`config.mk`:
```
export PLATFORM = sky130hd
export DESIGN_NAME = spi_xfer_arbiter
export DESIGN_NICKNAME = d
export VERILOG_FILES = /design/src/rtl/spi_xfer_arbiter.sv
export SDC_FILE = /design/constraint.sdc
export NUM_CORES = 1
export LEC_CHECK = 0
export ABC_AREA = 1
export CAP_MARGIN = 20
export CELL_PAD_IN_SITES_DETAIL_PLACEMENT = 1
export CELL_PAD_IN_SITES_GLOBAL_PLACEMENT = 1
export CORE_ASPECT_RATIO = 1.2
export CORE_MARGIN = 5
export CORE_UTILIZATION = 31
export CTS_CLUSTER_DIAMETER = 60
export DETAILED_ROUTE_END_ITERATION = 7
export GPL_TIMING_DRIVEN = 0
export PLACE_DENSITY_LB_ADDON = 0.1
export SYNTH_ARGS = -nofsm -noshare
export SYNTH_HDL_FRONTEND = slang
export SYNTH_SLANG_ARGS = --single-unit
```
`constraint.sdc`:
```
create_clock -name clock -period 2.9 [get_ports clock]
set_input_delay 0.58 -clock clock [delete_from_list [all_inputs] [get_ports clock]]
set_output_delay 0.58 -clock clock [all_outputs]
set_load 0.01 [all_outputs]
```
`src/rtl/spi_xfer_arbiter.sv`:
```
// spi_xfer_arbiter: shares one spi_master word stream between two requesters.
// Round-robin arbitration; each transfer is framed as exactly n words in both
// directions (TX gated after n gets, RX routed only to the granted requester).
// Optional build macro: SPI_XFER_GAP_EN adds a G-cycle idle GAP state after
// every transfer. Without it, completion returns straight to IDLE.
//
// Word handshake: the master takes m_in on a cycle where m_get=1 and
// m_empty=0, and that same cycle raises tx_get for the granted requester.
// RX has no backpressure: rx_put is a one-cycle strobe with rx_data that
// the granted requester must accept.
module spi_xfer_arbiter #(
    parameter int W = 8,
    parameter int L = 8,
    parameter int G = 2
) (
    input  logic         clock,
    input  logic         reset,
    input  logic [1:0]   req,
    input  logic [L-1:0] len0,
    input  logic [L-1:0] len1,
    input  logic [W-1:0] tx_data0,
    input  logic [W-1:0] tx_data1,
    input  logic [1:0]   tx_valid,
    output logic [1:0]   tx_get,
    output logic [W-1:0] rx_data,
    output logic [1:0]   rx_put,
    output logic [1:0]   gnt,
    output logic [1:0]   done,
    output logic [W-1:0] m_in,
    input  logic         m_get,
    output logic         m_empty,
    input  logic [W-1:0] m_out,
    input  logic         m_put,
    output logic [1:0]   dbg_state
);

`ifdef SPI_XFER_GAP_EN
    typedef enum logic [1:0] {S_IDLE = 2'd0, S_XFER = 2'd1, S_GAP = 2'd2} state_t;
    localparam int GW = (G > 1) ? $clog2(G) : 1;
    logic [GW-1:0] gap_q, gap_d;
`else
    typedef enum logic [1:0] {S_IDLE = 2'd0, S_XFER = 2'd1} state_t;
`endif

    state_t       state_q, state_d;
    logic [1:0]   gnt_q, gnt_d;
    logic [1:0]   done_q, done_d;
    logic         last_q, last_d;   // last winner; also indexes the live grant
    logic [L-1:0] n_q, n_d;
    logic [L-1:0] tx_cnt_q, tx_cnt_d;
    logic [L-1:0] rx_cnt_q, rx_cnt_d;
    logic         tx_take, rx_take, winner;

    // Word path: route the granted requester to the master and gate both directions at n words.
    always_comb begin
        m_in           = last_q ? tx_data1 : tx_data0;
        rx_data        = m_out;
        m_empty        = (state_q != S_XFER) || !tx_valid[last_q] || (tx_cnt_q == n_q);
        tx_take        = m_get && !m_empty;
        rx_take        = (state_q == S_XFER) && m_put && (rx_cnt_q < n_q);
        tx_get         = 2'b00;
        rx_put         = 2'b00;
        tx_get[last_q] = tx_take;
        rx_put[last_q] = rx_take;
    end

    // Next-state: arbitration in IDLE, word counting and completion in XFER.
    always_comb begin
        state_d  = state_q;
        gnt_d    = gnt_q;
        done_d   = 2'b00;
        last_d   = last_q;
        n_d      = n_q;
        tx_cnt_d = tx_cnt_q;
        rx_cnt_d = rx_cnt_q;
        winner   = last_q;
`ifdef SPI_XFER_GAP_EN
        gap_d    = gap_q;
`endif
        case (state_q)
            S_IDLE: begin
                if (req != 2'b00) begin
                    // On a tie the requester that did not win last time goes next.
                    winner   = (req == 2'b11) ? ~last_q : req[1];
                    state_d  = S_XFER;
                    gnt_d    = winner ? 2'b10 : 2'b01;
                    last_d   = winner;
                    n_d      = winner ? len1 : len0;
                    tx_cnt_d = '0;
                    rx_cnt_d = '0;
                end
            end
            S_XFER: begin
                tx_cnt_d = tx_cnt_q + {{(L-1){1'b0}}, tx_take};
                rx_cnt_d = rx_cnt_q + {{(L-1){1'b0}}, rx_take};
                // Completion is driven by the RX side: the last word has come back.
                if (rx_cnt_d == n_q) begin
                    done_d = gnt_q;
                    gnt_d  = 2'b00;
`ifdef SPI_XFER_GAP_EN
                    state_d = S_GAP;
                    gap_d   = GW'(G - 1);
`else
                    state_d = S_IDLE;
`endif
                end
            end
`ifdef SPI_XFER_GAP_EN
            S_GAP: begin
                if (gap_q == '0) state_d = S_IDLE;
                else             gap_d   = gap_q - GW'(1);
            end
`endif
            default: state_d = S_IDLE;
        endcase
    end

    // State and registered outputs; reset aborts any transfer without a done pulse.
    always_ff @(posedge clock or posedge reset) begin
        if (reset) begin
            state_q  <= S_IDLE;
            gnt_q    <= 2'b00;
            done_q   <= 2'b00;
            last_q   <= 1'b1;
            n_q      <= '0;
            tx_cnt_q <= '0;
            rx_cnt_q <= '0;
`ifdef SPI_XFER_GAP_EN
            gap_q    <= '0;
`endif
        end else begin
            state_q  <= state_d;
            gnt_q    <= gnt_d;
            done_q   <= done_d;
            last_q   <= last_d;
            n_q      <= n_d;
            tx_cnt_q <= tx_cnt_d;
            rx_cnt_q <= rx_cnt_d;
`ifdef SPI_XFER_GAP_EN
            gap_q    <= gap_d;
`endif
        end
    end

    assign gnt       = gnt_q;
    assign done      = done_q;
    assign dbg_state = state_q;

endmodule
```
==> qor.yml <==
outcome:
  status: "finished clean"
routing:
  vias: 2218
  ant_nets: 0
  drt_first_pass_iters: 4
  drc: 0
  totalWireLength_um: 7140
  drtIter0Drc: 66
  vias_per_cell: 4.86
  wl_per_cell_um: 15.7
timing:
  hold_violations: 0
  finalClockSkew_ns: 0.00740
  worstMarginPinSlew_ns: 0.641
  worst_slack_ns: 0.167
  slew_violations: 0
  hold_slack_ns: 0.516
  setup_viol: 0
  fmax_mhz: 366
  finalCritPeriodShare_pct: 94.2
  finalCriticalPeriod_ns: 2.73
  relSlewSlack_pct: 57.2
die:
  coreArea_mm2: 0.00649
  io_pins: 75
  start_util_pct: 32.0
  die_width_um: 84.7
  rows: 32
  die_h_um: 99.6
  dieArea_mm2: 0.00843
yosys:
  synth_area_per_cell_um2: 7.08
  yosysTopAreaCell: "dfrtp_1"
  synth_area_mm2: 0.00207
  ys_types: 31
  ys.flop_type: "dfrtp_1"
  synth-edff-count: 0
  syn_inst: 293
  yosysWarnings: 0
  synth_seq_cells: 30
  ys_seq_area_share_pct: 36.3
  synth-async-reset-ratio_pct: 100
  synth_top_area_share_pct: 35.0
  synthesis.nets: 352
  synth_area_leaders: "dfrtp_1, nand2_1, nand3_1"
cells_and_area:
  mostFrequentLayoutCells: "nand2_1, clkdlybuf4s50_1, inv_1"
  diodes: 0
  fillerInstances: 833
  drive_above_1_share_pct: 12.1
  final_common_cell: "nand2_1"
  postLayoutCellArea_mm2: 0.00305
  area_growth_syn_to_layout_pct: 47.3
  layoutNonFillerInstCount: 456
  fin_nets: 429
clock_tree:
  cts_sinks: 30
  clk_pin_slew_ns: 0.07
  holdBufCountCts: 0
  htreeDepth: 2
  root_buffer: "clkbuf_8"
  cts_made_buffers: 5
  cts_buffer_depth: 2
  clkLatencyLatePin_ns: 0.29
  cts_tree: "yes"
placed_design:
  io_buffers: 65
  dp_hpwl_um: 5660
  dpl_cell_area_mm2: 0.00286
  pre_cts_ws_ns: -0.122
  place_congestion: 0.781
  dp.cells: 444
setup_path:
  reg2reg_slack_ns: 0.17
  cp_data_arrival_time_ns: 2.91
  crit_top_cell: "nand2_1"
  path_class: "reg -> reg"
  critPathSlowestCell: "dfrtp_1"
  cp-start-kind: "flop"
  cp_max_fo: 6
  end_kind: "flop"
  critPathRequiredTime_ns: 3.08
  critPathMaxStageDelay_ns: 0.46
  crit_buf_inv: 1
  crit_family: "simple AND/OR/NAND/NOR gates"
  cp_cell_sequence: "ha_1 > a21oi_1 > nand2_1 > nand4_1 > nand4_1 > inv_1 > ha_4 > ha_4 > nand2_2 > nor2_4 > nand2_1 > nand3_1 > nand3_2 > nor2_2 > nand3_4 > nand3_1 > nand2_1"
pwr:
  p_per_area_mw_per_mm2: 962
  irDropWorstVdd_uv: 361
  leakage_nw: 1.48
min_path:
  holdCritPathClass: "reg -> reg"
grt:
  antenna_found_initial: 0
  overflow: 0
  grt_pass1_wl_um: 11500
  grt_pass1_vias: 2365
  grt_max_degree: 20
  track_usage_pct: 17.2
job:
  cap_viol_max_count: 0
[final cells by class]
cell class	count	area [µm²]	area share, %
buffer	14	87.6	2.87
clock inverter	3	40.0	1.31
sequential	30	753	24.7
inverter	38	143	4.67
multi-input combinational	211	1150	37.6
tap	85	106	3.48
timing repair buffer	70	706	23.1
clock buffer	5	68.8	2.25
[where the power goes]
group,internal [W],switching [W],leakage [nW],total [W]
registers,0.000608,0.000206,0.358,0.000815
logic,0.000742,0.000951,1.06,0.00169
clock network,0.000253,0.000177,0.0579,0.000430
total,0.00160,0.00133,1.48,0.00294
[flip-flops by register name (all words and copies together), names as in the netlist]
| register | count |
|---|---|
| n_q | 8 |
| tx_cnt_q | 8 |
| dbg_state | 1 |
| gnt | 2 |
| last_q | 1 |
| rx_cnt_q | 8 |
| done | 2 |
[final timing paths]
kind	to	startpoint	depth (start not counted)
hold reg to reg	done[1]$_DFF_PP0_	gnt[1]$_DFFE_PP0P_	2
max in group asynchronous	last_q$_DFFE_PP1P_	reset	3
hold / removal	done[1]$_DFF_PP0_	gnt[1]$_DFFE_PP0P_	2
setup reg to reg	gnt[1]$_DFFE_PP0P_	rx_cnt_q[3]$_DFFE_PP0P_	17
setup / recovery	gnt[1]$_DFFE_PP0P_	rx_cnt_q[3]$_DFFE_PP0P_	17
min in group asynchronous	n_q[6]$_DFFE_PP0P_	reset	2
[cell families (layout without fill, tap and decap cells)]
group,after synthesis,in the layout,synth area share (%)
AOI/OAI and AO/OA,42,42,11.3
xor gates and xnor gates,4,4,1.69
adders and majority gates,11,11,6.64
buffers and inverters,52,130,11.1
DFF,30,30,36.3
other,1,1,0.181
and+or+nand+nor,153,153,32.8
[synthesized netlist by cell type (all sizes together) (2+ instances only)]
library cell	number
nor2	31
ha	11
nand2	80
nor3	2
nand4	6
buf	11
o22ai	12
inv	37
dfrtp	29
nand3	31
or2	2
a21oi	5
xor2	4
clkbuf	3
o21ai	21
[tightest hold or removal path, cell delays in order (launching register included)]
cell,delay [ns]
dfrtp_1,0.39
inv_1,0.06
nor2_1,0.04
[repair_timing]
item	in CTS	in global routing
gates resized for setup	7	10
pin swaps	2	3
buffers inserted	1	3
endpoints found under the hold margin	0	0
setup endpoints to repair	7	5
[stage by stage]
stage / util (%) / total power (W) / TNS (ns)
after global routing: 47.1 / 0.00325 / -0.0439
after CTS: 46.0 / 0.00286 / 0
after detailed placement: 44.1 / 0.00239 / -0.408
after floorplan: - / 0.00178 / 0
after global placement: 43.6 / 0.00233 / -0.115
final: 47.1 / 0.00294 / 0
[metal layers]
metal  share of wire (%)  vias up  track usage, %  wire, µm
li1                    -     1102               -         -
met1                  40     1041            19.2      2890
met2                  51       62            31.2      3630
met3                 7.0       13            5.22       499
met4                 1.8        0            5.60       129
met5                   0        -               0         0
(Power assumes the default switching activity.)
